===== src/rtl/sha_block_sequencer.sv =====
// Feeds 512-bit padded blocks to a SHA-256 core as sixteen 32-bit words,
// tracks per-message block count, and flags overflow or core timeout.
module sha_block_sequencer #(
  parameter int unsigned TIMEOUT = 128
) (
  input  logic         clk,
  input  logic         rst,
  input  logic         blk_valid,
  input  logic [511:0] blk_data,
  input  logic         blk_last,
  output logic         blk_ready,
  input  logic         pad_overflow,
  output logic         word_valid,
  output logic [31:0]  word_data,
  output logic [3:0]   word_idx,
  output logic         word_first,
  input  logic         word_ready,
  input  logic         core_done,
  output logic         msg_done,
  output logic [7:0]   blk_count,
  output logic         err
);

  localparam int unsigned TW = $clog2(TIMEOUT + 1);

  typedef enum logic [1:0] {
    ST_IDLE,
    ST_SEND,
    ST_WAIT,
    ST_ERR
  } state_e;

  state_e         state_q, state_d;
  logic [511:0]   shift_q, shift_d;
  logic [3:0]     idx_q, idx_d;
  logic           first_q, first_d;
  logic           last_q, last_d;
  logic           msg_done_q, msg_done_d;
  logic [7:0]     cnt_q, cnt_d;
  logic [TW-1:0]  tmo_q, tmo_d;

  always_comb begin
    state_d    = state_q;
    shift_d    = shift_q;
    idx_d      = idx_q;
    first_d    = first_q;
    last_d     = last_q;
    cnt_d      = cnt_q;
    tmo_d      = tmo_q;
    msg_done_d = 1'b0;

    unique case (state_q)
      ST_IDLE: begin
        // Overflow beats a simultaneous block offer: nothing is captured.
        if (pad_overflow) begin
          state_d = ST_ERR;
        end else if (blk_valid) begin
          shift_d = blk_data;
          last_d  = blk_last;
          first_d = (cnt_q == 8'd0);
          idx_d   = 4'd0;
          state_d = ST_SEND;
        end
      end
      ST_SEND: begin
        if (pad_overflow) begin
          state_d = ST_ERR;
        end else if (word_ready) begin
          shift_d = {shift_q[479:0], 32'h0};
          idx_d   = idx_q + 4'd1;
          if (idx_q == 4'd15) begin
            tmo_d   = '0;
            state_d = ST_WAIT;
          end
        end
      end
      ST_WAIT: begin
        if (pad_overflow) begin
          state_d = ST_ERR;
        end else if (core_done) begin
          if (last_q) begin
            msg_done_d = 1'b1;
            cnt_d      = 8'd0;
          end else if (cnt_q != 8'hFF) begin
            cnt_d = cnt_q + 8'd1;
          end
          state_d = ST_IDLE;
        end else if (tmo_q == TW'(TIMEOUT - 1)) begin
          state_d = ST_ERR;
        end else begin
          tmo_d = tmo_q + TW'(1);
        end
      end
      ST_ERR: begin
        state_d = ST_ERR;
      end
      default: state_d = ST_ERR;
    endcase
  end

  always_ff @(posedge clk) begin
    if (rst) begin
      state_q    <= ST_IDLE;
      shift_q    <= '0;
      idx_q      <= '0;
      first_q    <= 1'b0;
      last_q     <= 1'b0;
      cnt_q      <= '0;
      tmo_q      <= '0;
      msg_done_q <= 1'b0;
    end else begin
      state_q    <= state_d;
      shift_q    <= shift_d;
      idx_q      <= idx_d;
      first_q    <= first_d;
      last_q     <= last_d;
      cnt_q      <= cnt_d;
      tmo_q      <= tmo_d;
      msg_done_q <= msg_done_d;
    end
  end

  assign blk_ready  = (state_q == ST_IDLE);
  assign word_valid = (state_q == ST_SEND);
  assign word_data  = shift_q[511:480];
  assign word_idx   = idx_q;
  assign word_first = first_q && (state_q == ST_SEND);
  assign msg_done   = msg_done_q;
  assign blk_count  = cnt_q;
  assign err        = (state_q == ST_ERR);

endmodule

===== config.mk =====
export PLATFORM = sky130hd
export DESIGN_NAME = sha_block_sequencer
export DESIGN_NICKNAME = d
export VERILOG_FILES = /design/src/rtl/sha_block_sequencer.sv
export SDC_FILE = /design/constraint.sdc
export NUM_CORES = 1
export LEC_CHECK = 0
export BUFFER_PORTS_ARGS = -buffer_cell sky130_fd_sc_hd__buf_2
export CAP_MARGIN = 30
export CELL_PAD_IN_SITES_DETAIL_PLACEMENT = 0
export CELL_PAD_IN_SITES_GLOBAL_PLACEMENT = 1
export CORE_MARGIN = 2
export CORE_UTILIZATION = 39
export DETAILED_ROUTE_END_ITERATION = 8
export GPL_TIMING_DRIVEN = 0
export PLACE_DENSITY = 0.82
export SYNTH_ARGS = -nofsm -noshare
export SYNTH_HDL_FRONTEND = slang
export SYNTH_SLANG_ARGS = --single-unit

===== constraint.sdc =====
create_clock -name clk -period 2.1 [get_ports clk]
set_clock_uncertainty 0.05 [all_clocks]
set_input_delay 0.105 -clock clk [delete_from_list [all_inputs] [get_ports clk]]
set_output_delay 0.105 -clock clk [all_outputs]
set_load 0.005 [all_outputs]

==> Word-level counts from Yosys, hierarchy flattened <==
Cells that the tools add are included.
{ "totals": {"in_bits": 519, "out_inout_bits": 49, "word_cells": 73, "regBits": 537} }
{ "classes": {"reduce_logical": 12, "muxes": 29, "bitwise_logic": 3, "addsub": 3, "eq_ne": 18} }
{ "ops": {"columns": ["op", "count"], "rows": [
  ["512-bit 2-to-1 mux", 4],
  ["512-bit case mux with 2 select lines", 1],
  ["8-bit 2-to-1 mux", 8],
  ["8-bit by 1-bit adder with 8-bit output, second input constant", 2],
  ["2-bit 2-to-1 mux", 8],
  ["4-bit 2-to-1 mux", 4],
  ["8-bit case mux with 2 select lines", 1],
  ["2-bit != test, second input constant", 6],
  ["3-bit by 2-bit != test with 1-bit output, second input constant", 3],
  ["8-bit by 7-bit equality test with 1-bit output, second input constant", 1],
  ["8-bit logical NOT", 1],
  ["8-bit != test, second input constant", 1],
  ["2-bit case mux with 4 select lines", 1],
  ["4-bit case mux with 2 select lines", 1],
  ["4-bit AND reduction", 2],
  ["7-bit AND reduction", 1],
  ["2-bit nonzero test", 3],
  ["5-bit AND reduction", 1],
  ["4-bit by 1-bit adder with 4-bit output, second input constant", 1],
  ["2-bit equality test, second input constant", 2],
  ["4-bit equality test, second input constant", 1],
  ["2-bit by 1-bit != test with 1-bit output, second input constant", 2],
  ["4-bit != test, second input constant", 1],
  ["4-bit OR reduction", 1],
  ["6 further kinds", 8]
]} }

==> Logic depth before layout (Yosys ltp) <==
{ "depth": {"depth_word": 5, "ltp_mapped": 8, "ltp_nobuf": 5} }

==> Least setup slack after synthesis <==
Ideal clock, no wire load.
{ "synth_path": {"kind": "register to register", "from": "register tmo_q[0]", "to": "register tmo_q[5]", "path_stages_with_launch": 7, "synth_period_minus_slack_ns": 1.697, "path_buffers": 1, "arrival_time_ns": 1.572, "required_ns": 1.976, "slack_ns": 0.403, "setup_ns": 0.074, "path_cell_list": "dfxtp_1 > ha_1 > and3_1 > a21oi_1 > or3_1 > buf_2 > a31oi_1"} }
{ "synth_between": {"elab_chain_len": 5, "elab_cells_between_ends": 8, "cone_classes": "1 x add/sub; 2 x eq/ne; 4 x mux; 1 x reduce/logical"} }
{ "synth_lines": {"columns": ["item", "line", "rtl"], "rows": [
  ["start: declaration", "40", "logic [TW-1:0] tmo_q, tmo_d;"],
  ["start signal: assignment", "118", "tmo_q <= tmo_d;"],
  ["8-bit by 1-bit adder with 8-bit output", "91", "tmo_d = tmo_q + TW'(1);"],
  ["8-bit 2-to-1 mux", "88", "end else if (tmo_q == TW'(TIMEOUT - 1)) begin"],
  ["8-bit 2-to-1 mux", "80", "end else if (core_done) begin"],
  ["8-bit 2-to-1 mux", "78", "if (pad_overflow) begin"],
  ["8-bit case mux with 2 select lines", "52", "unique case (state_q)"]
]} }
Several ways; a longest one is shown, not always the timed one. The select of a mux whose other input is x is not followed.
A chain may end at the register's enable or synchronous reset.

==> Final worst setup path <==
{ "layout_path": {"from": "register state_q[1]", "to": "register shift_q[107]"} }
{ "layout_between": {"elab_chain_len": 3, "elab_cells_between_ends": 9, "cone_classes": "5 x eq/ne; 1 x mux; 3 x reduce/logical"} }
{ "layout_lines": {"columns": ["item", "line", "rtl"], "rows": [
  ["start: declaration", "33", "state_e state_q, state_d;"],
  ["start signal: assignment", "112", "state_q <= state_d;"],
  ["2-bit by 1-bit equality test with 1-bit output / 2-bit logical NOT (equally long branches)", "52", null],
  ["2-bit by 1-bit != test with 1-bit output (no line), or another cell as far along", null, null],
  ["5-bit AND reduction (no line)", null, null],
  ["end signal: assignment", "113", "shift_q <= shift_d;"],
  ["end: declaration", "34", "logic [511:0] shift_q, shift_d;"]
]} }
Several ways; a longest one is shown, not always the timed one.

==> impl_metrics.csv <==
group,metric,value,unit
worst_hold_path,holdPathStages,4,
setup_path,critPathLaunchType,"flop",
pwr,p_leak,13.86,nW
finish,final_layout_size_suffix_gt1_frac,0.2121,
synth,async_flop_share,0,
synth,synth-edff-count,0,
placed_design,place_area,0.02676,mm^2
timing,finalSetupViolations,0,
grt,grt_antenna_before_repair,10,
setup_path,worstReg2RegStart,"state_q[1]$_SDFFE_PP0P_",
synth,avgSynthCellArea,7.773,um^2
clock_tree,cts_root_buf,"clkbuf_16",
synth,synth_fa_ha_area_frac,0.002179,
floorplan,ios,568,
pwr,power,26.70,mW
floorplan,fp.dieArea,0.06085,mm^2
worst_hold_path,min_path_type,"in -> reg",
floorplan,dieHeight,246.7,um
synth,yosysWarnings,0,
worst_hold_path,worstHoldStart,"blk_data[13]",
synth,syn-num-nets,3478,
timing,drv_slew,0,
placed_design,dp_hpwl,68620,um
clock_tree,htree_num_levels,2,
synth,synth_compound_area_frac,0.2052,
finish,fin_nets,4624,
setup_path,worst-path-max-fanout,10,
route,via_count,25928,
setup_path,cp_cell_sequence,"buf_2 -> nor2_2 -> a21boi_2 -> buf_6 -> buf_12 -> buf_4 -> clkbuf_4 -> nor2_1 -> a311oi_1",
finish,final_area,0.03415,mm^2
grt,grt.overflow.total,0,
timing,relSlewSlack,0.3748,
setup_path,worstPathRequired,2.56,ns
synth,synthesis.area,0.02297,mm^2
synth,synth_seq_area_share,0.4681,
synth,synth_cell_types,46,
synth,synth_top_area_frac,0.4681,
synth,synth-simple-area-share,0.2557,
pwr,peakVddDrop,598.6,uV
timing,worst_pin_slew,0.9379,ns
route,post_drt_wl_per_cell,19.40,um
finish,syn_to_final_growth,48.68,%
clock_tree,clock_sinks,537,
clock_tree,clk_pin_slew,0.06,ns
status,status,"complete, no violations",
setup_path,arrival,2.49,ns
route,drc,0,
pwr,power_per_cell_area,781.8,mW/mm^2
route,viasPerCell,5.269,
setup_path,crit_type,"reg -> reg",
synth,muxShareOfSynthArea,0.001307,
synth,synth_top_family_by_area,"simple AND/OR/NAND/NOR gates",
synth,yosysTopAreaCell,"dfxtp_1",
setup_path,crit_path_end_kind,"flop",
timing,finalHoldViolCount,0,
synth,synth.ff_latch_count,537,
grt,grt_pass1_vias,26115,
synth,synthCells,2955,
floorplan,design.core.area,0.05792,mm^2
synth,synth_xor_xnor_area_share,0.002288,
route,wirelength,95450,um
floorplan,initial_core_util,0.3966,
synth,synthFlopType,"dfxtp_1",
route,drt_iter0_markers,1647,
grt,grt_pass1_wl,141900,um
clock_tree,clkLatencyLatePin,0.61,ns
timing,fmaxAchievable,491.5,MHz
synth,synthTopCellsByArea,"dfxtp_1 47%, a311oi_1 18%, nand2_1 16%",
timing,grt_setup_unrepaired,"yes",
floorplan,die_w,246.7,um
placed_design,routabilityCongestion,0.8797,
route,first_pass_iters,5,
grt,track_usage,0.2995,
clock_tree,cts.path.max_buffers,3,
clock_tree,cts_buffers,58,
setup_path,cp_slowest_stage_delay,0.31,ns
setup_path,reg2reg_depth,9,
timing,fin_crit_sh,0.9688,
grt,grt_max_degree,15,
setup_path,slowest_stage,"dfxtp_1",
job,drv_cap,0,
setup_path,r2r-end,"shift_q[107]$_SDFFE_PP0P_",
placed_design,port_buffers,566,
worst_hold_path,holdPathEnd,"shift_q[13]$_SDFFE_PP0P_",
timing,tns,0,ns
clock_tree,tritoncts,"done",
timing,fin_crit,2.035,ns
floorplan,fp-row-count,88,
finish,fill_cells,5393,
setup_path,r2r_slack,0.07,ns
route,antenna_left,0,
-- synthesized netlist by cell type, drive strengths merged, types with 2 or more instances --
| cell | number |
|---|---|
| a311oi | 481 |
| nand2 | 969 |
| a211oi | 3 |
| buf | 146 |
| nor2 | 521 |
| nor4b | 2 |
| and2 | 3 |
| o211ai | 3 |
| a41oi | 3 |
| ha | 4 |
| a31oi | 6 |
| nand2b | 7 |
| xor2 | 4 |
| a22oi | 32 |
| o21ai | 6 |
| or3 | 4 |
| mux2i | 3 |
| clkbuf | 170 |
| nor3b | 2 |
| nand3 | 7 |
| nor3 | 5 |
| a21oi | 11 |
| and3 | 4 |
| inv | 7 |
| xnor2 | 2 |
| dfxtp | 537 |
-- timing repair --
item                       in CTS  in global routing
hold endpoints to repair      526                  0
setup buffers                   1                  0
gates cloned                    0                  0
resized for setup              57                124
pin swaps                       0                  0
hold buffers                  519                  0
setup endpoints to repair     483                510
-- worst max path at each step --
| stage | start | end | slack (ns) | cells after the start |
|---|---|---|---|---|
| after floorplan | tmo_q[0]$_SDFFE_PP0P_ | tmo_q[5]$_SDFFE_PP0P_ | 0.40 | 6 |
| final | state_q[1]$_SDFFE_PP0P_ | shift_q[107]$_SDFFE_PP0P_ | 0.07 | 9 |
| after global placement | state_q[1]$_SDFFE_PP0P_ | shift_q[434]$_SDFFE_PP0P_ | -0.57 | 7 |
| after detailed placement | state_q[1]$_SDFFE_PP0P_ | shift_q[434]$_SDFFE_PP0P_ | -0.74 | 7 |
| after CTS | state_q[1]$_SDFFE_PP0P_ | shift_q[363]$_SDFFE_PP0P_ | -0.00002 | 7 |
| after global routing | state_q[1]$_SDFFE_PP0P_ | shift_q[307]$_SDFFE_PP0P_ | -0.03 | 8 |
-- cell usage in the layout, fill, tap and decap left out, types with 2 or more instances in the layout --
master / netlist / layout
nand2b_1: 6 / 6
a211oi_1: 2 / 2
a41oi_1: 3 / 3
buf_2: 98 / 631
nor3b_1: 2 / 2
a21oi_1: 11 / 11
nand2_1: 969 / 969
clkbuf_1: 170 / 115
ha_1: 4 / 4
a311oi_1: 481 / 481
inv_1: 6 / 6
and2_1: 3 / 3
clkbuf_8: 0 / 18
xnor2_1: 2 / 2
mux2i_1: 3 / 3
nor3_1: 5 / 5
o21ai_0: 5 / 5
o211ai_1: 3 / 3
buf_6: 1 / 9
dlygate4sd3_1: 0 / 519
clkbuf_16: 0 / 61
nor4b_1: 2 / 2
a22oi_1: 32 / 32
a31oi_1: 6 / 6
or3_1: 4 / 4
nor2_1: 521 / 520
clkbuf_4: 0 / 19
xor2_1: 4 / 4
diode_2: 0 / 11
buf_4: 42 / 56
clkinv_2: 0 / 5
nand3_1: 7 / 7
clkbuf_2: 0 / 68
dfxtp_1: 537 / 537
and3_1: 4 / 4
-- through the flow --
step	util	instances	hold slack (ns)	worst slack, ns
3_3_place_gp	0.4620	4286	0.2915	-0.5681
2_1_floorplan	-	2955	0.2023	0.4034
6_report	0.5897	4921	0.2231	0.06546
3_5_place_dp	0.4620	4286	0.2981	-0.7357
4_1_cts	0.5866	4910	0.1997	-0.00002109
5_1_grt	0.5896	4920	0.2446	-0.02593
-- flip-flops by register name (all words and copies together) (netlist names) --
register / cells
word_idx: 4
state_q: 2
blk_count: 8
tmo_q: 8
msg_done: 1
shift_q: 512
first_q: 1
last_q: 1
-- cell families after synthesis --
logic type	Yosys count
xor+xnor	6
compound gates	551
flops	537
simple gates	1531
fa+ha+maj	4
buf+inv	323
mux	3
-- worst max-delay path: cells and delay by family, from the launching register on --
family / cells / cell delay [ns]
AOI/OAI and AO/OA: 2 / 0.45
and+or+nand+nor: 2 / 0.21
buffers and inverters: 5 / 0.91
DFF: 1 / 0.31
-- power by group --
part	total (mW)	switching [mW]	internal (mW)
Sequential	11.5	0.477	11.0
Clock	10.3	4.27	6.01
Combinational	4.95	2.73	2.22
Total	26.7	7.48	19.2
-- area by class of cell --
class | instances | area (um^2) | area share
plain buffers | 316 | 1712 | 0.05012
clock inverters | 8 | 75.07 | 0.002198
flip-flops and latches | 537 | 10750 | 0.3148
repair buffers | 1086 | 8048 | 0.2357
inverters | 7 | 28.78 | 0.0008427
well taps | 765 | 957.2 | 0.02803
diodes | 11 | 27.53 | 0.0008060
multi-input cells | 2095 | 10720 | 0.3140
clock buffers | 96 | 1828 | 0.05353
-- metal layers --
metal  up-vias  GRT usage  share of wire
li1      12605          -              -
met1     12031     0.3644           0.41
met2      1020     0.5102           0.48
met3       272    0.04558          0.066
met4         0     0.1577          0.052
met5         -          0              0
(Power assumes the default switching activity.)
